File: src/rtl/tube_pkg.sv
// Shared types and constants for the tube event serializer: FSM states,
// slot tags and the slot-to-tag mapping.
package tube_pkg;

    typedef enum logic [2:0] {
        IDLE,
        RD,
        LATCH,
        HDR,
        SLOT
    } state_t;

    localparam logic [4:0] TAG_3A      = 5'b11000;
    localparam logic [4:0] TAG_3B      = 5'b11001;
    localparam logic [4:0] TAG_4A      = 5'b00100;
    localparam logic [4:0] TAG_4B      = 5'b00101;
    localparam logic [4:0] HDR_TAG_DEF = 5'b11111;
    localparam logic [7:0] NO_HIT      = 8'hFF;
    localparam int         NUM_SLOTS   = 32;
    localparam int         SLOT_W      = 8;

    // Each group of eight consecutive slots belongs to one tube plane.
    function automatic logic [4:0] slot_tag(input logic [4:0] slot);
        logic [4:0] tag;
        case (slot[4:3])
            2'd0:    tag = TAG_3A;
            2'd1:    tag = TAG_3B;
            2'd2:    tag = TAG_4A;
            default: tag = TAG_4B;
        endcase
        return tag;
    endfunction

endpackage

File: src/rtl/tube_event_serializer_slot_word_fmt.sv
// Combinational formatter: picks one 8-bit slot out of the held record and
// builds the tagged 16-bit output word plus a no-hit flag.
module slot_word_fmt #(
    parameter int NUM_SLOTS = 32
) (
    input  logic [NUM_SLOTS*tube_pkg::SLOT_W-1:0] hold,
    input  logic [$clog2(NUM_SLOTS)-1:0]          slot,
    output logic [15:0]                           word,
    output logic                                  is_empty
);
    import tube_pkg::*;

    logic [SLOT_W-1:0] slot_bytes [NUM_SLOTS];
    logic [SLOT_W-1:0] b;

    // Slot 0 lives in the most significant byte of the record.
    for (genvar k = 0; k < NUM_SLOTS; k++) begin : g_slot
        assign slot_bytes[k] = hold[(NUM_SLOTS-1-k)*SLOT_W +: SLOT_W];
    end

    assign b        = slot_bytes[slot];
    assign is_empty = (b == NO_HIT);
    assign word     = {slot_tag(5'(slot)), slot[2:0], b};

endmodule

File: src/rtl/tube_event_serializer.sv
// Moves 256-bit tube-timing records from the event FIFO into the 16-bit
// output FIFO as one header word followed by one tagged word per slot.
module tube_event_serializer #(
    parameter int         NUM_SLOTS  = tube_pkg::NUM_SLOTS,
    parameter bit         SKIP_EMPTY = 1'b1,
    parameter logic [4:0] HDR_TAG    = tube_pkg::HDR_TAG_DEF
) (
    input  logic                                  clk100,
    input  logic                                  rst,
    input  logic                                  ev_empty,
    output logic                                  ev_rd_en,
    input  logic [NUM_SLOTS*tube_pkg::SLOT_W-1:0] ev_dout,
    input  logic                                  out_full,
    output logic                                  out_wr_en,
    output logic [15:0]                           out_din,
    output logic                                  busy,
    output logic [15:0]                           evt_count,
    output logic [15:0]                           skip_count
);
    import tube_pkg::*;

    localparam int               IDX_W     = $clog2(NUM_SLOTS);
    localparam logic [IDX_W-1:0] LAST_SLOT = IDX_W'(NUM_SLOTS - 1);

    state_t                      state;
    state_t                      state_next;
    logic [IDX_W-1:0]            slot;
    logic [NUM_SLOTS*SLOT_W-1:0] hold;
    logic [10:0]                 seq;
    logic [15:0]                 slot_word;
    logic                        slot_is_empty;
    logic                        skip_now;
    logic                        advance;
    logic                        last_slot;

    slot_word_fmt #(
        .NUM_SLOTS(NUM_SLOTS)
    ) u_fmt (
        .hold     (hold),
        .slot     (slot),
        .word     (slot_word),
        .is_empty (slot_is_empty)
    );

    // A skipped slot never waits on out_full, so it always costs exactly one cycle.
    assign skip_now  = SKIP_EMPTY && slot_is_empty;
    assign advance   = skip_now || !out_full;
    assign last_slot = (slot == LAST_SLOT);

    always_ff @(posedge clk100) begin
        if (rst) begin
            state <= IDLE;
        end else begin
            state <= state_next;
        end
    end

    always_comb begin
        state_next = state;
        case (state)
            IDLE:    if (!ev_empty) state_next = RD;
            RD:      state_next = LATCH;
            LATCH:   state_next = HDR;
            HDR:     if (!out_full) state_next = SLOT;
            SLOT:    if (advance && last_slot) state_next = ev_empty ? IDLE : RD;
            default: state_next = IDLE;
        endcase
    end

    // Strobes are forced low while rst is high, whatever the state register holds.
    always_comb begin
        ev_rd_en  = 1'b0;
        out_wr_en = 1'b0;
        busy      = 1'b0;
        out_din   = slot_word;
        if (state == HDR) begin
            out_din = {HDR_TAG, seq};
        end
        if (!rst) begin
            busy = (state != IDLE);
            case (state)
                RD:      ev_rd_en  = 1'b1;
                HDR:     out_wr_en = !out_full;
                SLOT:    out_wr_en = !out_full && !skip_now;
                default: ;
            endcase
        end
    end

    always_ff @(posedge clk100) begin
        if (rst) begin
            slot       <= '0;
            hold       <= '0;
            seq        <= '0;
            evt_count  <= '0;
            skip_count <= '0;
        end else begin
            case (state)
                LATCH: begin
                    hold <= ev_dout;
                    slot <= '0;
                end
                HDR: begin
                    if (!out_full) seq <= seq + 11'd1;
                end
                SLOT: begin
                    if (skip_now) skip_count <= skip_count + 16'd1;
                    if (advance) begin
                        if (last_slot) evt_count <= evt_count + 16'd1;
                        else           slot      <= slot + IDX_W'(1);
                    end
                end
                default: ;
            endcase
        end
    end

endmodule

File: config.mk
export PLATFORM = sky130hd
export DESIGN_NAME = tube_event_serializer
export DESIGN_NICKNAME = d
export VERILOG_FILES = /design/src/rtl/tube_pkg.sv /design/src/rtl/tube_event_serializer_slot_word_fmt.sv /design/src/rtl/tube_event_serializer.sv
export SDC_FILE = /design/constraint.sdc
export NUM_CORES = 1
export LEC_CHECK = 0
export CAP_MARGIN = 25
export CORE_ASPECT_RATIO = 1.25
export CORE_MARGIN = 2
export CORE_UTILIZATION = 46
export CTS_CLUSTER_SIZE = 8
export DETAILED_ROUTE_END_ITERATION = 16
export GPL_ROUTABILITY_DRIVEN = 0
export PLACE_DENSITY_LB_ADDON = 0.3
export SLEW_MARGIN = 20
export SYNTH_ARGS = -nofsm -noshare
export SYNTH_HDL_FRONTEND = slang
export SYNTH_SLANG_ARGS = --single-unit
File: constraint.sdc
create_clock -name clk100 -period 2.4 [get_ports clk100]
set_input_delay 0.48 -clock clk100 [delete_from_list [all_inputs] [get_ports clk100]]
set_output_delay 0.48 -clock clk100 [all_outputs]
set_load 0.03 [all_outputs]
==> results.md, run 1 <==
* Status: complete, but fails checks
* Failing checks: negative setup slack
* Setup ws final at -0.880 ns
* Clock Latency Late Sink at 0.54 ns
* Effective utilization at floorplan at 46.7%
* Area share of the largest cell type after synthesis at 45.1%
* Seq/Total Area, Yosys at 45.1%
* Pin slew with the least headroom to its limit at 0.812 ns
* Utilization after layout at 68.1%
* Slew Limit Fails at 0
* Worst Path Arrival at 2.80 ns
* Period minus WS final at 3.28 ns
* YS warnings at 0
* CP cell instances: buf_12 > mux4_1 > o2111ai_1 > nand4_1 > nand4_1 > o21ai_2 > a211oi_4 > buf_6
* Maximum clock frequency at 0.305 GHz
* Clk slew on worst S/H paths at 0.05 ns
* Final setup fails at 48
* Power Density at 653 nW/um^2
* Routed WL per cell at 19.1 um
* Num CTS Buffers at 44
* Initial antenna violation count at 2
* Gr ovfl total at 0
* CP delay by family, top: compound AO/OA/AOI/OAI gates
* Share of layout cells above drive strength 1 at 16.2%
* First-pass GRT wire length at 69000 um
* Mapped Nets at 1958
* Slowest CP cell: mux4_1
* # hold bufs at CTS at 0
* Final WL at 46900 um
* Synth area leader: dfxtp_1
* Number of fill cells at 2291
* IO buf count at 310
* RSZ-0062 raised after global routing: true
* Max-slew headroom at 45.9%
* Syn Std Cell Area at 13600 um^2
* Worst ir drop on vdd at 0.491 mV
* Tcrit/Tclk final at 137%
* DR iter-0 viols at 1159
* Crit end category: output pin
* Vias at 13880
* CTS tree: done
* Drt via density at 5.65
* Most used cell, CP: nand4_1
* Critical path class: reg -> out
* Clk_skew at 0.0102 ns
* Synth Register Bits at 307
* Syn Area/Cell at 8.04 um^2
* Dpl hpwl at 31900 um
* Largest net degree at the start of global routing at 169
* Nets at 2319
* DRC Markers at 0
* Gate Count Post-Synth at 1693
* Die width at 158 um
* Critical path peak fanout at 7
* Area of the core at 29200 um^2
* Critical path required time at 1.92 ns
* Vias in the first global route at 13113
* Gr usage total at 28.1%
* P_leak at 0.00699 uW
* # clock sinks at 307
* Main synth FF type: dfxtp_1
* DRT Pass-1 Iters at 5
* Delay of the slowest cell on the worst path at 0.54 ns
* Maxcap violations at 0
* Synth cell types at 53
* Rows at 70
* Area Overhead vs Synth at 45.8%
* Remaining antenna violation count at 0
* CP bufs+invs at 2
* Final total power at 13000 uW
* Root buf cell: clkbuf_16
* Number of synthesized flops with an enable pin at 0
* Worst hold path type: in -> reg
* Most frequent cells in the layout: nand2_1, dfxtp_1, clkdlybuf4s50_1
* CTS H-tree lvls at 2
* Die area at 31000 um^2
* Die Y at 196 um
* Startpoint Class: flop
* Hold Violations, Final at 0
* # IOs at 311
* Most common cell after layout, fill and taps aside: nand2_1
* Clock Path Buffers at 3
* Post-synth ARST share at 0%
* Synth area leaders: dfxtp_1, nand2_1, a21oi_1, mux2i_1, clkbuf_1
[area by class of cell]
cell class	count	area, um^2	area share [%]
clock inverter	4	75.1	0.378
multi-input combinational	1247	7430	37.4
tap	396	495	2.50
sequential	307	6150	31.0
timing repair buffer	443	4540	22.9
inverter	11	43.8	0.221
antenna	2	5.00	0.0252
clock buffer	46	1110	5.58
[kinds of logic after synthesis]
| kind of cell | Yosys count | share of synthesized area, % |
|---|---|---|
| AO/OA/AOI/OAI | 375 | 15.4 |
| XOR/XNOR | 10 | 0.643 |
| adder cells (fa/ha/maj) | 5 | 0.459 |
| buffers and inverters | 139 | 4.79 |
| flip-flops | 307 | 45.1 |
| multiplexers | 131 | 11.5 |
| AND/OR/NAND/NOR | 726 | 22.1 |
[through the flow]
| stage | std cells | instance area, um^2 | hold slack, ns | TNS (ns) | setup WS (ns) |
|---|---|---|---|---|---|
| 6_report | 2456 | 19900 | 0.220 | -23.28 | -0.880 |
| 5_1_grt | 2456 | 19900 | 0.226 | -27.06 | -0.983 |
| 4_1_cts | 2427 | 19100 | 0.213 | -18.54 | -0.851 |
| 3_5_place_dp | 2363 | 17500 | 0.445 | -13.74 | -0.426 |
| 3_3_place_gp | 2363 | 17500 | 0.439 | -11.30 | -0.373 |
| 2_1_floorplan | 1693 | 13700 | 0.432 | -0.225 | -0.201 |
[where the power goes]
part / internal [uW] / switching [uW] / total (uW) / leakage (uW)
clock: 3350 / 2190 / 5540 / 0.000580
sequential: 5420 / 211 / 5630 / 0.00249
combinational: 847 / 955 / 1800 / 0.00391
[synthesized netlist by cell type (2+ instances only)]
master,count
a211oi_1,2
a21oi_1,281
a221oi_1,4
a22oi_1,32
a31o_2,4
and2_1,5
and3_1,13
buf_1,12
buf_2,10
buf_4,5
buf_6,9
clkbuf_1,89
dfxtp_1,307
ha_1,5
inv_1,10
mux2_2,17
mux2i_1,97
mux4_1,8
mux4_2,8
nand2_1,568
nand2b_1,4
nand3_1,31
nand4_1,19
nor2_1,36
nor2b_1,14
nor3_1,7
nor4_1,5
o2111ai_1,14
o21a_1,4
o21ai_0,19
o31ai_1,9
or3_1,9
or4_1,8
xnor2_1,3
xor2_1,7
[routing by layer]
metal,up-vias,GRT usage [%],share of wire [%]
met3,163,4.38,7.2
met4,0,13.6,5.2
met1,6552,34.0,38
met5,-,0,0
li1,6495,-,-
met2,670,48.6,50
[repair_timing]
item	CTS	global route
buffers inserted	13	29
resized for setup	66	112
cloned	1	4
setup endpoints to repair	57	50
pin swaps	5	50
[worst reg2reg max path, cell delays in order, from the launching register on]
cell	delay (ns)
dfxtp_4	0.40
buf_12	0.16
buf_12	0.12
clkbuf_16	0.16
mux2i_4	0.18
a22oi_1	0.14
nand3_1	0.16
nand4_1	0.19
nand4_1	0.25
buf_4	0.23
buf_8	0.13
nor3_4	0.17
buf_6	0.16
nand4_1	0.11
mux2_2	0.28
[final timing paths]
path,cells past startpoint,endpoint,startpoint,slack [ns]
max,8,out_wr_en,slot[1],-0.88
min,2,evt_count[1],rst,0.22
max reg2reg,14,skip_count[6],slot[1],-0.56
min reg2reg,2,hold[227],hold[227],0.45
[sequential cells by signal, summed over array words and instances (netlist names)]
name	cells
evt_count	16
hold	256
seq	11
skip_count	16
slot	5
state	3
No activity file was read; power rests on OpenSTA's default activity.
==> inputs of run 2 (changes only) <==
CORE_UTILIZATION = 51   (was 46)
clock period = 3.6 ns   (was 2.4 ns; I/O delays follow)
==> results.md, run 2 (same netlist as run 1, synthesis figures left out) <==
* Status: complete, but fails checks
* Failing checks: negative setup slack
* Clk slew on worst S/H paths at 0.05 ns
* Area of the core at 26200 um^2
* Slew Limit Fails at 0
* Period minus WS final at 3.62 ns
* Largest registers: hold (256), evt_count (16), skip_count (16)
* Pin slew with the least headroom to its limit at 1.11 ns
* Startpoint Class: flop
* Crit end category: output pin
* CP cell instances: buf_4 > mux4_1 > o2111ai_2 > nand4_1 > nand4_1 > o21ai_1 > a211oi_2 > buf_4
* Maximum clock frequency at 0.276 GHz
* Routed WL per cell at 19.2 um
* # clock sinks at 307
* Clk_skew at 0.0186 ns
* Num CTS Buffers at 44
* Drt via density at 5.81
* Worst reg2reg setup slack at 0.39 ns
* DRT Pass-1 Iters at 5
* Maxcap violations at 0
* Reg2reg end: evt_count[15]
* Post-place setup slack at 0.226 ns
* Critical path class: reg -> out
* Effective utilization at floorplan at 52.0%
* # hold bufs at CTS at 0
* Gr usage total at 30.0%
* Power Density at 464 nW/um^2
* Nets at 2215
* Die width at 150 um
* WHS Path Cells at 2
* IO buf count at 310
* Worst hold path type: reg -> reg
* Final setup fails at 1
* Die Y at 187 um
* Root buf cell: clkbuf_16
* Critical path origin: slot[1]
* Dpl hpwl at 30600 um
* Clock Latency Late Sink at 0.54 ns
* CTS tree: done
* P_leak at 0.00619 uW
* Net Sw Frac at 25.7%
* Max reg flops at 256
* # IOs at 311
* CTS H-tree lvls at 2
* Clock Path Buffers at 3
* Final WL at 44100 um
* First-pass GRT wire length at 66600 um
* Reg-to-reg critical path startpoint: slot[1]
* Most frequent cells in the layout: nand2_1, dfxtp_1, clkdlybuf4s50_1
* Switching power at 2170 uW
* Area Overhead vs Synth at 33.6%
* Worst ir drop on vdd at 0.344 mV
* Hold Violations, Final at 0
* Tcrit/Tclk final at 101%
* Max-slew headroom at 25.9%
* Largest Register: hold
* Slowest CP cell: mux4_1
* Combinational power share at 13.0%
* Clock Power Share at 42.6%
* Remaining antenna violation count at 0
* RSZ-0062 raised after global routing: true
* DRC Markers at 0
* Largest net degree at the start of global routing at 221
* Share of layout cells above drive strength 1 at 7.42%
* Rows at 66
* Initial antenna violation count at 1
* DR iter-0 viols at 1308
* Vias in the first global route at 12881
* Vias at 13317
* Setup crit end: out_wr_en
* Die area at 28000 um^2
* Reg power frac at 44.4%
* Final total power at 8440 uW
* Reg2reg path depth at 10
* Delay of the slowest cell on the worst path at 0.58 ns
* Gr ovfl total at 0
* Setup ws final at -0.0194 ns
* Most common cell after layout, fill and taps aside: nand2_1
* Critical path required time at 2.88 ns
* Internal Power at 6270 uW
* Critical path peak fanout at 7
* Worst Path Arrival at 2.90 ns
==> run 2: metal layers <==
layer	routed length (um)	global-route usage (%)	share of wire [%]
met5	0	0	0
met4	2320	15.5	5.3
met3	3440	5.43	7.8
met2	22000	51.9	50
met1	16300	35.2	37
==> run 2: worst max-delay path, delay by kind of cell, from the launching register on <==
kind	cells	cell delay (ns)
buffers and inverters	2	0.36
DFF	1	0.44
AOI/OAI and AO/OA	3	0.53
muxes	1	0.58
and+or+nand+nor	2	0.44
==> run 2: area by class of cell <==
class	instances	area, um^2
Clock buffer	45	1100
Inverter	11	42.5
Fill cell	2022	7980
Tap cell	340	425
Antenna cell	1	2.50
Multi-Input combinational cell	1247	6930
Sequential cell	307	6150
Timing Repair Buffer	339	3490
Clock inverter	4	52.6
==> run 2: worst min path at each step <==
stage               slack [ns]        end  startpoint
floorplan                 0.43  hold[160]   hold[160]
finish                    0.45  hold[154]   hold[154]
detailed placement        0.45   hold[35]    hold[35]
global placement          0.44   hold[34]    hold[34]
CTS                       0.45  hold[207]   hold[207]
global route              0.47   hold[35]    hold[35]
==> run 2: through the flow <==
step / instance area, um^2 / hold WS (ns) / util, % / setup TNS, ns / instances
6_report: 18200 / 0.452 / 69.5 / -0.0194 / 2294
5_1_grt: 18200 / 0.470 / 69.5 / -0.0881 / 2294
4_1_cts: 18100 / 0.453 / 69.1 / -0.0303 / 2289
3_5_place_dp: 16800 / 0.446 / 64.2 / 0 / 2236
3_3_place_gp: 16800 / 0.437 / 64.2 / 0 / 2236
2_1_floorplan: 13600 / 0.432 / - / 0 / 1693
==> run 2: power groups by stage <==
stage / sequential (uW) / combinational, uW / clock, uW
6_report: 3750 / 1100 / 3590
5_1_grt: 3760 / 1190 / 3770
4_1_cts: 3750 / 1080 / 3620
3_5_place_dp: 3810 / 1070 / 0
3_3_place_gp: 3800 / 1050 / 0
2_1_floorplan: 3750 / 595 / 0
==> run 2: timing repair <==
action,4_1_cts,5_1_grt
cloned,1,2
setup endpoints to repair,7,4
setup buffers,3,2
endpoints found under the hold margin,0,0
resized for setup,29,19
pin swaps,5,8
==> patch: new RTL, settings of run 1 <==
`NUM_SLOTS` is set to 32 in 2 places; all go to 16.
--- a/src/rtl/tube_pkg.sv
+++ b/src/rtl/tube_pkg.sv
@@ -18,3 +18,3 @@
     localparam logic [7:0] NO_HIT      = 8'hFF;
-    localparam int         NUM_SLOTS   = 32;
+    localparam int         NUM_SLOTS   = 16;
     localparam int         SLOT_W      = 8;
--- a/src/rtl/tube_event_serializer_slot_word_fmt.sv
+++ b/src/rtl/tube_event_serializer_slot_word_fmt.sv
@@ -3,3 +3,3 @@
 module slot_word_fmt #(
-    parameter int NUM_SLOTS = 32
+    parameter int NUM_SLOTS = 16
 ) (
Ports: changed (resized ev_dout); port bits go from 311 to 183. The function was not compared with the original's and may differ.
==> patch against run 1 <==
The run still ends with setup timing left. Synthesized area shrank 40%. Setup slack gained 0.16 ns. Non-clock buffer count shrank 171. Total power shrank 47%. Sequential power shrank 43%. Final cell count shrank 42%. Sequential cell count shrank 129. Design area shrank 39%. Global-route usage shrank 2.5 points. Wire length shrank 47%. Largest power group unchanged.
==> patch: results (changes against run 1) <==
timing:
  setup_viol: 47  # -2.1%
  skew_ns: 0.01117  # +0.001001 ns
  slew-limit-headroom_pct: 53.79  # +7.9 points
  worst_slack_ns: -0.7231  # +0.1570 ns
worst_setup_path:
  r2r_setup_slack_ns: -0.69  # -0.13 ns
  cpMaxStageDelayCell: "mux4_2"
  max_stage_delay_ns: 0.50  # -0.04 ns
  regToRegStartpoint: "slot[0]"
  crit_fanout: 4  # -3
  rr_endpoint: "slot[3]"
  worstPathArrival_ns: 2.64  # -0.16 ns
clock_network:
  cts_buffer_depth: 2  # -1
  cts_buffers: 17  # -61%
  clk_latency_ns: 0.43  # -0.11 ns
  ctsHtreeMaxLevel: 4  # +2
layout:
  fin_nets: 1331  # -43%
  drive_above_1_share_pct: 22.12  # +5.9 points
  reg.largest.list: "hold x128, evt_count x16, skip_count x16"
placed_design:
  place_hpwl_um: 16480  # -48%
  placed_cells: 1356  # -43%
  port_buffers: 180  # -42%
power:
  vdd_drop_max_uv: 483.7  # -1.6%
  p_leak_uw: 0.004526  # -35%
yosys:
  avgSynthCellArea_um2: 8.374  # +4.1%
  synth_common_cells: "288 x nand2_1, 178 x dfxtp_1, 144 x a21oi_1, 52 x clkbuf_1, 44 x nor2_1"
  synthTopCellsByArea: "dfxtp_1 44%, nand2_1 13%, a21oi_1 8.8%, mux4_2 6.9%, mux2_2 3.7%"
  synth_cell_types: 51  # -3.8%
global_route:
  grt_max_degree: 130  # -23%
  grt_first_pass_wirelength_um: 37920  # -45%
  grt_use_total_pct: 25.62  # -2.5 points
status:
  outcome: "finished, violations left"
  violations: "setup timing"
floorplan:
  die_x_um: 123.2  # -22%
detailed_routing:
  wl_per_cell_um: 17.36  # -9.0%
  finalWirelength_um: 24840  # -47%
-- patch: cell type report --
type	instances	area [um^2]	area share, %
Inverter	11	41.29	0.3414
Clock inverter	11	130.1	1.076
Timing Repair Buffer	272	2816	23.29
Multi-Input combinational cell	715	4785	39.57
Tap cell	224	280.3	2.318
Sequential cell	178	3573	29.55
Clock buffer	20	466.7	3.859
-- patch: power breakdown --
part	leakage, uW	internal [uW]	switching [uW]
clock network	0.000292	1620	1160
logic	0.00279	468	480
registers	0.00145	3100	106
total	0.00453	5190	1750
-- patch: worst max path at each step --
stage | slack [ns] | cells after the start | endpoint | from
2_1_floorplan | -0.18 | 7 | out_wr_en | slot[2]
3_3_place_gp | -0.35 | 10 | out_wr_en | slot[2]
3_5_place_dp | -0.42 | 10 | out_wr_en | slot[2]
4_1_cts | -0.70 | 8 | out_wr_en | slot[2]
5_1_grt | -0.78 | 16 | slot[3] | slot[0]
6_report | -0.72 | 8 | out_wr_en | slot[2]
-- patch: what timing repair did --
| action | 4_1_cts | 5_1_grt |
|---|---|---|
| cloned | 2 | 0 |
| hold endpoints to repair | 0 | 0 |
| gates resized for setup | 95 | 68 |
| pin swaps | 28 | 36 |
| endpoints found under the setup margin | 50 | 48 |
| buffers inserted | 39 | 18 |
-- patch: through the flow --
stage | setup WS, ns | setup TNS, ns | total power, uW | instance area [um^2] | hold slack, ns
finish | -0.7231 | -24.97 | 6936 | 12090 | 0.4134
detailed placement | -0.4201 | -12.79 | 4134 | 10440 | 0.4456
CTS | -0.6964 | -20.86 | 6929 | 11700 | 0.3957
global placement | -0.3520 | -9.985 | 4124 | 10440 | 0.4397
floorplan | -0.1771 | -0.2825 | 3706 | 8259 | 0.4315
global route | -0.7776 | -28.40 | 7179 | 12090 | 0.4084
-- patch: worst max-delay path: cells and delay by family (launching register included) --
kind                   cells  cell delay [ns]
AOI/OAI and AO/OA          2             0.39
buffers and inverters      2             0.28
DFF                        1             0.38
muxes                      2             0.99
and+or+nand+nor            2             0.16
-- patch: cells by family after synthesis --
kind of cell / count (synthesis) / synth area share (%)
buf+inv: 85 / 4.884
compound gates: 185 / 12.51
flops: 178 / 43.60
fa+ha+maj: 4 / 0.6124
other cells: 1 / 0.04588
xor+xnor: 8 / 0.8574
simple gates: 447 / 24.11
mux: 68 / 13.38
-- patch: per-layer routing --
metal | GRT usage, % | wire, um | up-vias
met4 | 10.23 | 774 | 0
met3 | 4.478 | 1354 | 56
met1 | 32.34 | 9973 | 3765
li1 | - | - | 3780
met5 | 0 | 0 | -
met2 | 42.96 | 12740 | 289
